File: config.mk
export PLATFORM = sky130hd
export DESIGN_NAME = servo_pwm_bank
export DESIGN_NICKNAME = d
export VERILOG_FILES = /design/src/rtl/servo_pwm_bank.sv
export SDC_FILE = /design/constraint.sdc
export NUM_CORES = 1
export LEC_CHECK = 0
export ABC_AREA = 1
export CORE_MARGIN = 1.5
export CORE_UTILIZATION = 60
export DETAILED_ROUTE_END_ITERATION = 7
export PLACE_DENSITY = 0.81
export SLEW_MARGIN = 25
export SYNTH_ARGS = -nofsm -noshare
export SYNTH_HDL_FRONTEND = slang
export SYNTH_SLANG_ARGS = --single-unit
File: constraint.sdc
create_clock -name clk -period 4.8 [get_ports clk]
set_clock_uncertainty 0.05 [all_clocks]
set_input_delay 0.96 -clock clk [delete_from_list [all_inputs] [get_ports clk]]
set_output_delay 0.96 -clock clk [all_outputs]
set_load 0.005 [all_outputs]
File: src/rtl/servo_pwm_bank.sv
// servo_pwm_bank: N_CH servo PWM channels driven from one system clock through a tick prescaler.
// Latency: a write lands in target and raises wr_ack one clock after wr_en; widths apply at the next frame wrap; pwm_out lags tick_cnt by one clock.
// Backpressure: none; every wr_en is accepted and acknowledged, back-to-back writes included.
// Optional feature: define SERVO_SLEW_EN to limit each channel's width change to SLEW_STEP ticks per frame.
module servo_pwm_bank #(
  parameter int N_CH         = 4,
  parameter int CLK_HZ       = 50_000_000,
  parameter int TICK_HZ      = 10_000,
  parameter int PERIOD_TICKS = 200,
  parameter int MIN_TICKS    = 5,
  parameter int MAX_TICKS    = 25,
  parameter int CENTER_TICKS = 15,
  parameter int SLEW_STEP    = 1
) (
  input  logic            clk,
  input  logic            rst,
  input  logic            wr_en,
  input  logic [3:0]      wr_ch,
  input  logic [7:0]      wr_width,
  input  logic [N_CH-1:0] ch_en,
  output logic            wr_ack,
  output logic            wr_err,
  output logic            frame_start,
  output logic [N_CH-1:0] pwm_out
);

  localparam int DIV = CLK_HZ / TICK_HZ;
  localparam int PW  = (DIV > 2) ? $clog2(DIV) : 1;

  localparam logic [PW-1:0] PRE_LAST  = PW'(DIV - 1);
  localparam logic [7:0]    TICK_LAST = 8'(PERIOD_TICKS - 1);
  localparam logic [7:0]    MIN_W     = 8'(MIN_TICKS);
  localparam logic [7:0]    MAX_W     = 8'(MAX_TICKS);
  localparam logic [7:0]    CTR_W     = 8'(CENTER_TICKS);
  localparam logic [4:0]    NCH_W     = 5'(N_CH);

  // Parameter sanity: a bad configuration must not elaborate.
  if (N_CH < 1 || N_CH > 16) begin : g_chk_nch
    $error("servo_pwm_bank: N_CH must be in 1..16");
  end
  if (MAX_TICKS >= PERIOD_TICKS) begin : g_chk_max
    $error("servo_pwm_bank: MAX_TICKS must be below PERIOD_TICKS");
  end
  if (MIN_TICKS > CENTER_TICKS || CENTER_TICKS > MAX_TICKS) begin : g_chk_ctr
    $error("servo_pwm_bank: need MIN_TICKS <= CENTER_TICKS <= MAX_TICKS");
  end
  if (PERIOD_TICKS > 255) begin : g_chk_period
    $error("servo_pwm_bank: PERIOD_TICKS must fit the 8-bit tick counter");
  end
  if (DIV < 2) begin : g_chk_div
    $error("servo_pwm_bank: CLK_HZ/TICK_HZ must be at least 2");
  end
  // A negative step has no meaning whether or not slew limiting is built in.
  if (SLEW_STEP < 0) begin : g_chk_step
    $error("servo_pwm_bank: SLEW_STEP must not be negative");
  end

  logic [PW-1:0] pre_cnt;
  logic          tick;
  logic [7:0]    tick_cnt;
  logic          wrap;
  logic          ch_ok;
  logic          wr_valid;
  logic [7:0]    wr_clamped;
  logic [7:0]    target     [N_CH];
  logic [7:0]    active     [N_CH];
  logic [7:0]    active_nxt [N_CH];

  assign tick     = (pre_cnt == PRE_LAST);
  assign wrap     = tick && (tick_cnt == TICK_LAST);
  assign ch_ok    = ({1'b0, wr_ch} < NCH_W);
  assign wr_valid = wr_en && ch_ok;

  // Prescaler: divides the system clock down to one tick every DIV clocks.
  always_ff @(posedge clk or posedge rst) begin
    if (rst) begin
      pre_cnt <= '0;
    end else if (tick) begin
      pre_cnt <= '0;
    end else begin
      pre_cnt <= pre_cnt + 1'b1;
    end
  end

  // Frame position in ticks; frame_start marks the clock where it has just wrapped to 0.
  always_ff @(posedge clk or posedge rst) begin
    if (rst) begin
      tick_cnt    <= '0;
      frame_start <= 1'b0;
    end else begin
      frame_start <= wrap;
      if (wrap) begin
        tick_cnt <= '0;
      end else if (tick) begin
        tick_cnt <= tick_cnt + 8'd1;
      end
    end
  end

  // Silent clamp of the requested width into the legal servo range.
  always_comb begin
    wr_clamped = wr_width;
    if (wr_width < MIN_W) begin
      wr_clamped = MIN_W;
    end else if (wr_width > MAX_W) begin
      wr_clamped = MAX_W;
    end
  end

  // Write port: valid writes update the target; every strobe is acknowledged next clock.
  always_ff @(posedge clk or posedge rst) begin
    if (rst) begin
      wr_ack <= 1'b0;
      wr_err <= 1'b0;
      for (int i = 0; i < N_CH; i++) begin
        target[i] <= CTR_W;
      end
    end else begin
      wr_ack <= wr_en;
      wr_err <= wr_en && !ch_ok;
      for (int i = 0; i < N_CH; i++) begin
        if (wr_valid && (wr_ch == 4'(i))) begin
          target[i] <= wr_clamped;
        end
      end
    end
  end

`ifdef SERVO_SLEW_EN
  localparam logic [7:0] STEP_W = 8'(SLEW_STEP);

  // Width the next frame will use: step toward target by at most STEP_W.
  always_comb begin
    for (int i = 0; i < N_CH; i++) begin
      active_nxt[i] = target[i];
      if (target[i] > active[i]) begin
        if ((target[i] - active[i]) > STEP_W) begin
          active_nxt[i] = active[i] + STEP_W;
        end
      end else begin
        if ((active[i] - target[i]) > STEP_W) begin
          active_nxt[i] = active[i] - STEP_W;
        end
      end
    end
  end
`else
  // Width the next frame will use: the target, unfiltered.
  always_comb begin
    for (int i = 0; i < N_CH; i++) begin
      active_nxt[i] = target[i];
    end
  end
`endif

  // Active widths only change at the wrap, so a frame in progress is never cut or stretched.
  // A write sampled on the wrap edge is not seen here until the following wrap.
  always_ff @(posedge clk or posedge rst) begin
    if (rst) begin
      for (int i = 0; i < N_CH; i++) begin
        active[i] <= CTR_W;
      end
    end else if (wrap) begin
      for (int i = 0; i < N_CH; i++) begin
        active[i] <= active_nxt[i];
      end
    end
  end

  // Registered compare; the enable gates the pin without realigning the pulse.
  always_ff @(posedge clk or posedge rst) begin
    if (rst) begin
      pwm_out <= '0;
    end else begin
      for (int i = 0; i < N_CH; i++) begin
        pwm_out[i] <= ch_en[i] && (tick_cnt < active[i]);
      end
    end
  end

endmodule

[Word level (Yosys, flattened, before mapping)]
Index checks and enable logic that the tools add are counted.
Storage, ports and cells
  register bits after elaboration: 92
  input bits: 19
Operators by class
  $add $sub $neg: 2
  order comparisons: 7
  equal/unequal tests: 5
  multiplexer cells: 5
  reduce and logical (&&, ||, !) cells: 14
Operator list (number)
  8-bit < comparator: 4
  8-bit 2-to-1 mux: 4
  13-bit by 1-bit adder with 13-bit output (second input constant): 1
  13-bit equality test (second input constant): 1
  13-bit 2-to-1 mux: 1
  1-bit logical AND: 11
  8-bit by 1-bit adder with 8-bit output (second input constant): 1
  4-bit by 2-bit equality test with 1-bit output (second input constant): 2
  8-bit equality test (second input constant): 1
  8-bit by 5-bit > comparator with 1-bit output (second input constant): 1
  8-bit by 3-bit < comparator with 1-bit output (second input constant): 1
  4-bit by 1-bit equality test with 1-bit output (second input constant): 1
  4-bit logical NOT: 1
  4-bit by 3-bit < comparator with 1-bit output (second input constant): 1
  2-bit nonzero test: 1
  1-bit logical NOT: 1

[Depth between registers and ports, before layout]
  word-level depth: 3
  depth in mapped cells: 9
  gate-level depth less buffers: 8

[Worst setup path before layout]
No wires, ideal clock.
  kind: in2reg
  start: in wr_ch[3]
  end: reg target, in the netlist active_nxt[28]
  setup time: 129 ps
  arrival time: 1669 ps
  setup slack: 2951 ps
  stages: 6
  buffers on the path: 0
  path through: nor2_1 -> nand2_2 -> nor3_4 -> inv_2 -> nand2_1 -> o21ai_0
Between the ends
  longest elaborated chain between the ends: 3
  elaborated cells on any way between the ends: 4
RTL lines
  start: declaration: line 18  | input logic [3:0] wr_ch,
  4-bit by 3-bit < comparator with 1-bit output: line 71  | assign ch_ok = ({1'b0, wr_ch} < NCH_W);
  1-bit logical AND: line 72  | assign wr_valid = wr_en && ch_ok;
  1-bit logical AND *: line 122  | if (wr_valid && (wr_ch == 4'(i))) begin
  end signal: indexed assignment: line 123  | target[i] <= wr_clamped;
  end: declaration: line 65  | logic [7:0] target [N_CH];
Every way passes the cells marked *; elsewhere a longest branch is shown, timed or not.
A chain may end at the register's enable or synchronous reset.

[Final worst setup path]
  start: reg tick_cnt[1]
  end: reg active[4] (netlist bit)
Between the ends
  longest elaborated chain between the ends: 2
RTL lines
  start: declaration: line 60  | logic [7:0] tick_cnt;
  start signal: assignment: line 95  | tick_cnt <= tick_cnt + 8'd1;
  8-bit equality test: line 70  | assign wrap = tick && (tick_cnt == TICK_LAST);
  1-bit logical AND: line 70
  end signal: indexed assignment: line 165  | active[i] <= active_nxt[i];
  end: declaration: line 66  | logic [7:0] active [N_CH];
Every way passes these cells.

==> impl_metrics.env <==
export IMPL_outcome="finished, final reports clean"
export IMPL_synth_compound_area_share_pct=2.477
export IMPL_wl_met2_mm=4.574
export IMPL_finish_instance_area_um2=5351
export IMPL_crit_path_start_kind="register"
export IMPL_ys_types=27
export IMPL_crit_fanout=34
export IMPL_pwr_share_comb_pct=5.2
export IMPL_holdBufCountCts=0
export IMPL_cts_root_buf="clkbuf_8"
export IMPL_p_leak_nw=2.794
export IMPL_io_pins=26
export IMPL_placed_area_um2=5145
export IMPL_grt_overflow=0
export IMPL_worstSetupPathType="register to register"
export IMPL_fp_dieH_um=92.91
export IMPL_core_um2=7767
export IMPL_post_cts_buffers=0
export IMPL_nNetsFinal=679
export IMPL_finalSetupViolations=0
export IMPL_maxCapViolations=0
export IMPL_cts_path_max_buffers=2
export IMPL_viasPerCell=5.137
export IMPL_hold_path_class="register to register"
export IMPL_grt_max_degree=46
export IMPL_cts_resized=0
export IMPL_rsz0062_at_grt="false"
export IMPL_ys_ff_latch=92
export IMPL_clock_sinks=92
export IMPL_antenna_cells=0
export IMPL_grt_pass1_wl_mm=16.92
export IMPL_syn_area_um2=4850
export IMPL_crit_path_end_kind="register"
export IMPL_fin_crit_ps=2375
export IMPL_path_clk_slew_ps=80
export IMPL_p_sw_w=0.0003114
export IMPL_whs_ps=414.1
export IMPL_synth_top_family_by_area="simple AND/OR/NAND/NOR gates"
export IMPL_synth_fa_ha_area_share_pct=7.740
export IMPL_wire_per_inst_um=12.57
export IMPL_ir_worst_vdd_v=0.0001498
export IMPL_cts_tree="done"
export IMPL_period_share_pct=49.48
export IMPL_synth_simple_area_share_pct=30.80
export IMPL_final_cell_mix="nand2_1, inv_1, dfrtp_1"
export IMPL_worst_slew_pin_slew_ps=970.5
export IMPL_grt_usage_pct=24.85
export IMPL_post_synth_mux_area_share_pct=0
export IMPL_p_clk_share_pct=37.1
export IMPL_tns_ps=0
export IMPL_synth_xor_area_share_pct=1.445
export IMPL_first_global_vias=3895
export IMPL_yosys_warnings=0
export IMPL_syn_nets=652
export IMPL_yosysSeqAreaShare_pct=48.30
export IMPL_topRoutingLayerUsed="met4"
export IMPL_ant_nets=0
export IMPL_power_density_nw_per_um2=270.2
export IMPL_dr_pass1_iters=5
export IMPL_drt_met1_wl_mm=4.209
export IMPL_area_growth_syn_to_layout_pct=10.35
export IMPL_htreeDepth=3
export IMPL_required_ps=4990
export IMPL_final_common_cell="nand2_1"
export IMPL_synthCells=603
export IMPL_antenna_found_initial=0
export IMPL_clkLatencyLatePin_ps=350
export IMPL_sw_frac_of_total_pct=21.53
export IMPL_drive_gt1_share_pct=11.02
export IMPL_row_count=32
export IMPL_hold_viol_final=0
export IMPL_fmax_ghz=0.4211
export IMPL_start_util_pct=62.44
export IMPL_dieArea_um2=8631
export IMPL_drtIter0Drc=198
export IMPL_wl_met3_um=395
export IMPL_p_seq_share_pct=57.6
export IMPL_avgSynthCellArea_um2=8.043
export IMPL_wl_mm=9.261
export IMPL_drc_errors=0
export IMPL_portBuffers=25
export IMPL_max_slew_margin_pct=35.15
export IMPL_dr_total_vias=3786
export IMPL_gp_congestion=0.8049
export IMPL_fp_dieW_um=92.91
export IMPL_internal_power_w=0.001134
export IMPL_cp_arrival_ps=2560
export IMPL_cts_buffers=9
export IMPL_slew_viol_final=0
export IMPL_hpwl_mm=6.472
-- synth_stat cells --
cell type | number | share of area [%]
nor2_2 | 3 | 0.39
nand2_2 | 2 | 0.26
ha_1 | 30 | 7.7
dfstp_2 | 32 | 17
inv_1 | 86 | 6.7
nor2_8 | 1 | 0.41
or2_2 | 1 | 0.13
nor3_4 | 4 | 1.3
o21ai_0 | 7 | 0.72
o21bai_1 | 2 | 0.31
o21ai_1 | 3 | 0.31
a21oi_1 | 11 | 1.1
buf_2 | 4 | 0.41
nand3_2 | 1 | 0.21
nand3_4 | 1 | 0.36
nand2_4 | 1 | 0.23
xnor2_1 | 1 | 0.18
inv_2 | 7 | 0.54
nand4_1 | 2 | 0.26
or2_1 | 1 | 0.13
nand3_1 | 57 | 5.9
nor2_1 | 36 | 2.8
nand2_1 | 235 | 18
nor2_4 | 1 | 0.23
buf_6 | 7 | 1.6
xor2_1 | 7 | 1.3
dfrtp_1 | 60 | 31
-- path summary, 6_finish.rpt --
kind | depth (start not counted) | slack (ps) | to | from
setup / recovery | 8 | 2430 | active[4] | tick_cnt[1]
hold / removal | 2 | 410 | active[10] | active[10]
setup reg to reg | 8 | 2430 | active[4] | tick_cnt[1]
hold reg to reg | 2 | 410 | active[10] | active[10]
max in group asynchronous | 3 | 2820 | active_nxt[26] | rst
min in group asynchronous | 2 | 990 | active[12] | rst
-- layer usage --
layer	GRT usage [%]	up-vias
li1	-	1898
met3	4.433	8
met4	8.460	0
met1	32.14	1807
met5	0	-
met2	42.03	73
-- logic make-up after synthesis --
logic type | after synthesis
AND/OR/NAND/NOR | 346
buffers and inverters | 104
flip-flops | 92
adder cells (fa/ha/maj) | 30
AO/OA/AOI/OAI | 23
XOR/XNOR | 8
-- power by group through the flow --
stage | clock (W) | combinational, W | sequential, W
CTS | 0.000547 | 0.0000780 | 0.000833
floorplan | 0 | 0.0000461 | 0.000842
global placement | 0 | 0.0000755 | 0.000846
finish | 0.000537 | 0.0000756 | 0.000833
global route | 0.000574 | 0.0000881 | 0.000837
detailed placement | 0 | 0.0000776 | 0.000847
-- through the flow --
stage               utilization (%)  instances  power [W]  setup slack (ps)
floorplan                         -        603  0.0008883              1451
global placement              66.24        721  0.0009215              2378
detailed placement            66.24        721  0.0009243              2319
CTS                           68.90        737   0.001458              2396
global route                  68.90        737   0.001499              2155
finish                        68.90        737   0.001446              2425
-- worst max-delay path, cell delays in order, from the launching register on --
cell and delay [ps]:
dfrtp_1 560, ha_1 310, nand2_2 90, inv_2 90, nand2_4 70, nor2_8 410
nand3_4 430, nand2_1 180, nand2_1 60
-- final cells by class --
class                           count  area (µm²)
Fill cell                         643        2416
Multi-Input combinational cell    407        2059
Tap cell                          102       127.6
Sequential cell                    92        2342
Timing Repair Buffer               27       265.3
Clock inverter                      1       30.03
Clock buffer                       15       176.4
Inverter                           93       350.3
-- registers in the layout, summed over array words and instances, names as in the netlist --
register     count
active          32
active_nxt      32
frame_start      1
pre_cnt         13
pwm_out          4
tick_cnt         8
wr_ack           1
wr_err           1
Power figures use the tool's default switching activity.
